## config.mk

```make
export PLATFORM = sky130hd
export DESIGN_NAME = serial_adder8
export DESIGN_NICKNAME = d
export VERILOG_FILES = /design/src/rtl/serial_adder8.sv
export SDC_FILE = /design/constraint.sdc
export NUM_CORES = 1
export LEC_CHECK = 0
export ABC_CLOCK_PERIOD_IN_PS = 2300
export CORE_ASPECT_RATIO = 1.2
export CORE_MARGIN = 4
export CORE_UTILIZATION = 50
export CTS_CLUSTER_SIZE = 14
export DETAILED_ROUTE_END_ITERATION = 16
export PLACE_DENSITY = 0.76
export SLEW_MARGIN = 20
export SYNTH_ARGS = -nofsm -noshare
export SYNTH_HDL_FRONTEND = slang
export SYNTH_SLANG_ARGS = --single-unit
```

## constraint.sdc

```tcl
create_clock -name clk -period 2.3 [get_ports clk]
set_input_delay 0.46 -clock clk [delete_from_list [all_inputs] [get_ports clk]]
set_output_delay 0.46 -clock clk [all_outputs]
set_load 0.02 [all_outputs]
```

## src/rtl/serial_adder8.sv

```systemverilog
// Bit-serial adder: one full-adder cell evaluated once per clock, LSB first,
// with a start/busy/done handshake and a held result.
module serial_adder8 #(
  parameter int WIDTH = 8
) (
  input  logic             clk,
  input  logic             rst_n,
  input  logic             start,
  input  logic [WIDTH-1:0] a_in,
  input  logic [WIDTH-1:0] b_in,
  input  logic             cin,
  output logic             busy,
  output logic             done,
  output logic [WIDTH-1:0] sum,
  output logic             cout
);

  localparam int CW = $clog2(WIDTH);
  localparam logic [CW-1:0] LAST = CW'(WIDTH - 1);

  typedef enum logic [1:0] {IDLE, RUN, DONE} state_t;

  state_t           state;
  logic [WIDTH-1:0] a_sr;
  logic [WIDTH-1:0] b_sr;
  logic [WIDTH-1:0] sum_sr;
  logic             carry;
  logic [CW-1:0]    cnt;

  logic fa_sum;
  logic fa_carry;

  // The single full-adder cell; the only combinational path between registers.
  assign fa_sum   = a_sr[0] ^ b_sr[0] ^ carry;
  assign fa_carry = (a_sr[0] & b_sr[0]) | (a_sr[0] & carry) | (b_sr[0] & carry);

  // NOTE: every register here is updated with <= so all reads see pre-edge values.
  always_ff @(posedge clk) begin
    if (!rst_n) begin
      state  <= IDLE;
      a_sr   <= '0;
      b_sr   <= '0;
      sum_sr <= '0;
      carry  <= 1'b0;
      cnt    <= '0;
      busy   <= 1'b0;
      done   <= 1'b0;
      sum    <= '0;
      cout   <= 1'b0;
    end else begin
      case (state)
        IDLE: begin
          if (start) begin
            a_sr   <= a_in;
            b_sr   <= b_in;
            carry  <= cin;
            sum_sr <= '0;
            cnt    <= '0;
            busy   <= 1'b1;
            state  <= RUN;
          end
        end
        RUN: begin
          sum_sr <= {fa_sum, sum_sr[WIDTH-1:1]};
          a_sr   <= a_sr >> 1;
          b_sr   <= b_sr >> 1;
          carry  <= fa_carry;
          if (cnt == LAST) begin
            // Counter is held on the last bit so it never wraps mid-operation.
            sum   <= {fa_sum, sum_sr[WIDTH-1:1]};
            cout  <= fa_carry;
            busy  <= 1'b0;
            done  <= 1'b1;
            state <= DONE;
          end else begin
            cnt <= cnt + CW'(1);
          end
        end
        DONE: begin
          done  <= 1'b0;
          state <= IDLE;
        end
        default: state <= IDLE;
      endcase
    end
  end

endmodule
```

; ---- Yosys cells after proc, flatten, opt, wreduce, memory -nomap -nowiden
; Cells that the tools add are included.
[word_totals]
ff_bits = 41
input_bits = 20
[op_classes]
n_reduce_logical = 9
n_eq_ne = 6
bitwise_logic = 7
add_sub_neg = 1
mux = 19
[op_table]
columns = op, n
row1 = one-hot mux 8 bit (2 select lines), 3
row2 = two-way mux 8 bit, 3
row3 = AND reduction 2 bit, 4
row4 = two-way mux 3 bit, 2
row5 = inequality test 2 bit (second input constant), 3
row6 = one-hot mux 1 bit (2 select lines), 3
row7 = one-hot mux 3 bit (2 select lines), 1
row8 = AND reduction 3 bit, 2
row9 = two-way mux 1 bit, 4
row10 = two-way mux 2 bit, 2
row11 = one-hot mux 2 bit (2 select lines), 1
row12 = nonzero test 2 bit, 2
row13 = adder 3 x 1 -> 3 bit (second input constant), 1
row14 = bitwise AND 1 bit, 3
row15 = == test 3 bit (second input constant), 1
row16 = == test 2 x 1 -> 1 bit (second input constant), 1
row17 = == test 2 bit (second input constant), 1
row18 = logical NOT 2 bit, 1
row19 = OR 1 bit, 2
row20 = bitwise XOR 1 bit, 2

; ---- Longest topological paths before layout
; Gate-level depths: netlist (run 1).
[logic_depth]
word_depth = 4
depth_mapped = 6
ltp_nobuf = 5

; ---- Worst setup path before layout (run 1)
; Ideal clock, no wire load.
[synth_path]
path_kind = register -> register
from = register cnt[0]
to = register done
arrival_time_ns = 1.187
setup_slack_ns = 0.988
path_stages_with_launch = 7
setup_ns = 0.126
period_less_slack_ns = 1.312
path_buffers = 1
cell_sequence = dfxtp_1 -> ha_1 -> ha_1 -> buf_2 -> nor2b_1 -> o21ai_0 -> a21boi_0
[synth_via]
elab_chain_len = 3
[synth_rtl]
columns = element, line_no
row1 = from (decl), 28  ; logic [CW-1:0] cnt;
row2 = from (signal assigned), 76  ; cnt <= cnt + CW'(1);
row3 = == test 3 bit, 68  ; if (cnt == LAST) begin
row4 = inequality test 2 bit (no line), n/a
row5 = AND reduction 2 bit (no line), n/a
row6 = to (signal assigned), 47  ; done <= 1'b0;
row7 = to (signal assigned), 73  ; done <= 1'b1;
row8 = to (signal assigned), 80  ; done <= 1'b0;
row9 = to (decl), 13  ; output logic done,
; Every way passes these cells.
; A chain may end at the register's enable or synchronous reset.

; ---- Final worst setup path (run 1)
[layout_path]
from = register done
to = output done
; No word-level cell between the ends.

==> run_results.csv, run 1 <==
group,metric,value,unit
power_and_ir_drop,ir_drop,0.000622,V
route,drc,0,
route,ant_nets,0,
status,status,"completed",
final_layout,area.growth.synth_to_final,20.5,%
placement,placed_area,2040,um2
floorplan,num_rows,23,
logic_synthesis,syn_nets,200,
logic_synthesis,synth-seq-cells,40,
logic_synthesis,yosys.cell_types.count,30,
worst_setup_path,crit_type,"flop to primary output",
floorplan,start_util,52.5,%
logic_synthesis,syn_area,1770,um2
clock_network,cts_root_buf,"clkbuf_8",
sta,rsz0062_at_grt,"no",
final_layout,layout_common_cells,"40 x dfxtp_1, 30 x clkdlybuf4s50_1, 28 x nand2_1",
flow_run,cap_violations,0,
min_path,holdCritPathClass,"flop to flop",
worst_setup_path,path_depth,1,
min_path,hold_path_depth,2,
worst_setup_path,cp.arrival,1.26,ns
sta,tightest_slew,0.548,ns
worst_setup_path,critPathMaxStageDelay,0.61,ns
logic_synthesis,synth_cells,177,
clock_network,holdBufCountCts,0,
grt,grt_max_degree,38,
grt,grt_pass1_wl,5750,um
route,drt_iter0_markers,28,
worst_setup_path,cp-start-kind,"flop",
final_layout,final_area,2130,um2
route,routed_wirelength,3310,um
grt,grt_use_total,15.7,%
floorplan,dieArea,4560,um2
final_layout,fillers,287,
placement,pre_cts_ws,0.302,ns
clock_network,cts_max_level,2,
sta,maxSlewViolCount,0,
clock_network,cts_buffers,5,
placement,placedCellCount,233,
grt,grt_pass1_vias,1322,
logic_synthesis,syn_avg_cell_area,9.99,um2
clock_network,cts_tree,"done",
floorplan,die_w,62.3,um
sta,setup_violations,0,
worst_setup_path,crit_family,"buffers and inverters",
sta,relSlewSlack,63.4,%
power_and_ir_drop,p_per_area,659,nW/um2
route,vias,1339,
final_layout,multi_input_area,865,um2
final_layout,seq_area,801,um2
grt,antenna_found_initial,0,
worst_setup_path,required,1.84,ns
clock_network,cts_max_path_buffers,2,
route,via_per_inst,5.56,
clock_network,postCtsSetupBuffers,0,
final_layout,final_common_cell,"dfxtp_1",
logic_synthesis,ys_seq_area_share,45.3,%
final_layout,drive_gt1_share,7.35,%
sta,setup-tns-final,0,ns
sta,fin_skew,0.00454,ns
worst_setup_path,crit_path_max_fanout,3,
floorplan,ioPinCount,31,
final_layout,n_antenna_cell,0,
final_layout,nNetsFinal,226,
final_layout,finish.utilization,63.3,%
logic_synthesis,ys_warn_count,0,
logic_synthesis,synth.largest_area_cell,"dfxtp_1",
logic_synthesis,synth_xor_area_share,0,%
logic_synthesis,synth_mux_area_share,9.06,%
clock_network,cts_resized,0,
floorplan,die_h,73.1,um
logic_synthesis,synthTopCellsByArea,"dfxtp_1 45%, mux2i_1 9.1%, o211a_1 8.5%",
sta,hold_violations,0,
clock_network,clk_latency,0.29,ns
floorplan,core,3370,um2
sta,fmax,582,MHz
worst_setup_path,cp_slowest_cell,"clkdlybuf4s50_1",
clock_network,clkTransAtPathRegs,0.07,ns
final_layout,finalNonFillerCells,241,
worst_setup_path,worst-path-buf-inv,1,
sta,setup_ws,0.583,ns
placement,portBuffers,30,
placement,dpl.hpwl,2390,um
worst_setup_path,end_kind,"primary output",
logic_synthesis,synth_top_area_share,45.3,%
clock_network,cts_sinks,40,
logic_synthesis,synth_top_family_by_area,"compound AO/OA/AOI/OAI gates",
power_and_ir_drop,p_leak,0.000919,uW
sta,finalCriticalPeriod,1.72,ns
sta,min_period_over_period,74.7,%
logic_synthesis,synthAdderAreaFrac,2.55,%
worst_setup_path,reg2regPathDepth,5,
grt,grt_overflow_total,0,
route,first_pass_iters,4,
placement,place.gp.congestion,0.752,
worst_setup_path,crit_chain,"clkdlybuf4s50_1",
route,post_drt_wl_per_cell,13.8,um
logic_synthesis,synthSimpleGateAreaFrac,17.5,%
logic_synthesis,synth_compound_area_share,19.8,%
## report_power, final
part	total, uW	internal [uW]	switching, uW
Clock	474	239	235
Sequential	752	727	25.1
Combinational	178	97.1	80.9
Total	1400	1060	341
## layout make-up
type                       instances  share of cell area [%]
clock buffer                       6                    3.88
clock inverter                     2                   0.470
inverter                           1                   0.176
multi-input combinational        122                    40.6
sequential                        40                    37.6
tap                               37                    2.17
timing repair buffer              33                    15.1
## cell families (layout without fill, tap and decap cells)
kind of cell    after synthesis  after routing
mux                          16             16
compound gates               44             44
fa+ha+maj                     3              3
flops                        40             40
simple gates                 59             59
buf+inv                      15             42
## synth_stat cells
cell type  instances
dfxtp_1           40
nand2_1           28
mux2i_1           16
o211a_1           15
a21boi_0           9
nor2b_1            9
nand3_1            8
a22oi_1            7
o21ai_0            6
buf_6              5
buf_2              4
clkbuf_1           4
nand2b_1           4
a21boi_1           2
a21oi_1            2
ha_1               2
nor2_1             2
or3b_1             2
and2_1             1
and2b_1            1
and3_1             1
and4bb_2           1
buf_4              1
fa_1               1
inv_1              1
nand2b_4           1
nand3b_2           1
o21a_1             1
o21ba_2            1
o21bai_1           1
## metal layers
metal | routed length [um] | global-route usage (%)
met1 | 1410 | 17.3
met5 | 0 | 0
met2 | 1700 | 28.0
met4 | 56 | 6.37
met3 | 153 | 5.08
## through the flow
stage / power [uW] / hold WS [ns]
after detailed placement: 947 / 0.458
after global routing: 1480 / 0.494
final: 1400 / 0.465
after global placement: 936 / 0.451
after floorplan: 893 / 0.440
after CTS: 1420 / 0.469
## flip-flops by register name, indices dropped and copies added, names as in the netlist
signal / cells
sum: 8
done: 1
sum_sr: 7
state: 2
cnt: 3
b_sr: 8
carry: 1
busy: 1
a_sr: 8
cout: 1
## worst paths after layout
check	from	to	slack [ns]
setup / recovery	done$_SDFFE_PN0P_	done	0.58
hold / removal	sum[3]$_SDFFE_PN0P_	sum[3]$_SDFFE_PN0P_	0.47
setup reg to reg	cnt[0]$_SDFFE_PN0P_	cout$_SDFFE_PN0P_	0.68
hold reg to reg	sum[3]$_SDFFE_PN0P_	sum[3]$_SDFFE_PN0P_	0.47
No activity file was read; power rests on OpenSTA's default activity.
==> run 2: changes to the inputs <==
- ABC_CLOCK_PERIOD_IN_PS: 2300 -> 1400
- CORE_UTILIZATION: 50 -> 46
- PLACE_DENSITY: 0.76 -> 0.74
- clock period: 2.3 -> 1.4 ns (I/O delays scaled with it)
==> run 2 against run 1 <==
Effect of this change:
- register-to-register slack lost 0.60 ns
- first-iteration DRC count grew 130%
- clock power grew 120%
- largest cell class unchanged
- combinational power grew 80%
- setup slack lost 0.51 ns
- design area grew 6.5%
- routed wire length grew 4.6%
- largest power group unchanged
==> run_results.csv, run 2 (synthesized netlist as in run 1, its figures left out) <==
group,metric,value,unit
status,status,"completed",
worst_setup_path,worstReg2RegEnd,"cnt[1]$_SDFFE_PN0P_",
power_and_ir_drop,p_per_area,1130,nW/um2
sta,hold-worst-slack,0.461,ns
floorplan,die_h,75.9,um
worst_setup_path,crit_path_max_fanout,7,
worst_setup_path,required,1.63,ns
grt,grt_use_total,16.0,%
sta,fmax,754,MHz
final_layout,area.growth.synth_to_final,28.3,%
floorplan,die_w,64.6,um
clock_network,cts_tree,"done",
sta,tightest_slew,0.526,ns
min_path,hold_path_depth,2,
grt,antenna_found_initial,0,
worst_setup_path,reg2regPathDepth,5,
placement,placed_area,2120,um2
worst_setup_path,cp_slowest_cell,"clkdlybuf4s50_1",
final_layout,drive_gt1_share,12.8,%
final_layout,n_antenna_cell,0,
sta,maxSlewViolCount,0,
worst_setup_path,end_kind,"flop",
min_path,whs_endpoint,"sum[0]$_SDFFE_PN0P_",
final_layout,final_common_cell,"dfxtp_1",
clock_network,cts_max_path_buffers,2,
flow_run,cap_violations,0,
final_layout,finalNonFillerCells,263,
floorplan,start_util,48.3,%
min_path,worstHoldStart,"sum[0]$_SDFFE_PN0P_",
floorplan,core,3660,um2
min_path,holdCritPathClass,"flop to flop",
final_layout,final_area,2270,um2
sta,relSlewSlack,64.9,%
route,ant_nets,0,
clock_network,cts_max_level,2,
clock_network,cts_sinks,40,
sta,min_period_over_period,94.7,%
worst_setup_path,r2r_start,"cnt[0]$_SDFFE_PN0P_",
clock_network,clk_latency,0.29,ns
placement,dpl.hpwl,2470,um
grt,grt_pass1_vias,1432,
clock_network,cts_root_buf,"clkbuf_8",
final_layout,layout_common_cells,"39 x dfxtp_1, 28 x nand2_1, 19 x clkdlybuf4s50_1",
worst_setup_path,crit_type,"input pin to flop",
worst_setup_path,crit_chain,"clkdlybuf4s50_1 -> o21bai_1 -> a22oi_1 -> nor2b_1",
worst_setup_path,critPathMaxStageDelay,0.50,ns
sta,setup_violations,0,
clock_network,holdBufCountCts,0,
floorplan,dieArea,4900,um2
placement,place.gp.congestion,0.745,
grt,grt_overflow_total,0,
placement,portBuffers,30,
sta,rsz0062_at_grt,"yes",
power_and_ir_drop,p_leak,0.00105,uW
grt,grt_pass1_wl,6130,um
clock_network,clkTransAtPathRegs,0.07,ns
placement,placedCellCount,255,
floorplan,ioPinCount,31,
route,drc,0,
clock_network,cts_buffers,5,
sta,finalCriticalPeriod,1.33,ns
floorplan,num_rows,24,
power_and_ir_drop,ir_drop,0.000879,V
route,vias,1368,
sta,fin_skew,0.00629,ns
clock_network,postCtsSetupBuffers,0,
final_layout,nNetsFinal,233,
route,drt_iter0_markers,64,
worst_setup_path,r2r_setup_slack,0.08,ns
route,post_drt_wl_per_cell,13.2,um
grt,grt_max_degree,31,
worst_setup_path,cp-start-kind,"input pin",
final_layout,top_regs,"a_sr x8, b_sr x8, sum x8",
final_layout,fillers,338,
route,first_pass_iters,4,
sta,hold_violations,0,
worst_setup_path,cp.arrival,1.55,ns
route,routed_wirelength,3470,um
route,via_per_inst,5.20,
final_layout,finish.utilization,61.9,%
-- run 2: layout make-up --
type / instances / area, um2 / share of cell area, %
Multi-Input combinational cell: 122 / 893 / 39.4
Timing Repair Buffer: 40 / 378 / 16.7
Sequential cell: 40 / 802 / 35.4
Clock inverter: 1 / 30.0 / 1.32
Tap cell: 52 / 65.1 / 2.87
Clock buffer: 7 / 96.3 / 4.25
Inverter: 1 / 3.75 / 0.165
-- run 2: layer usage --
metal / routed length [um] / vias up / GRT usage [%]
met5: 0 / - / 0
met4: 65 / 0 / 7.40
met3: 168 / 5 / 6.21
met2: 1840 / 26 / 28.2
met1: 1400 / 652 / 16.2
li1: - / 685 / -
-- run 2: worst max-delay path, delay by kind of cell --
kind	cells	cell delay, ns
simple gates	1	0.15
compound gates	2	0.62
buf+inv	1	0.50
-- run 2: repair_timing --
action / CTS / global route
endpoints found under the setup margin: 17 / 20
resized for setup: 14 / 7
pin swaps: 1 / 1
-- run 2: worst max-delay path by stage --
| stage | slack, ns | depth (start not counted) | start | to |
|---|---|---|---|---|
| 2_1_floorplan | 0.09 | 6 | cnt[0]$_SDFFE_PN0P_ | done$_SDFFE_PN0P_ |
| 3_3_place_gp | -0.14 | 5 | start | cnt[1]$_SDFFE_PN0P_ |
| 3_5_place_dp | -0.20 | 5 | start | cnt[1]$_SDFFE_PN0P_ |
| 4_1_cts | 0.005 | 5 | cnt[0]$_SDFFE_PN0P_ | cout$_SDFFE_PN0P_ |
| 5_1_grt | -0.03 | 5 | cnt[0]$_SDFFE_PN0P_ | cnt[1]$_SDFFE_PN0P_ |
| 6_report | 0.07 | 4 | start | sum_sr[2]$_SDFFE_PN0P_ |
-- run 2: metrics by stage --
step	setup TNS (ns)	worst slack, ns	total power [uW]
2_1_floorplan	0	0.0878	1470
3_3_place_gp	-3.38	-0.142	1560
3_5_place_dp	-4.04	-0.199	1570
4_1_cts	0	0.00450	2600
5_1_grt	-0.0719	-0.0315	2700
6_report	0	0.0740	2570
-- run 2: power by group --
group / switching, uW / leakage (uW) / internal [uW]
logic: 143 / 0.000655 / 177
registers: 37.1 / 0.000328 / 1190
clock network: 389 / 0.0000645 / 629
total: 570 / 0.00105 / 2000
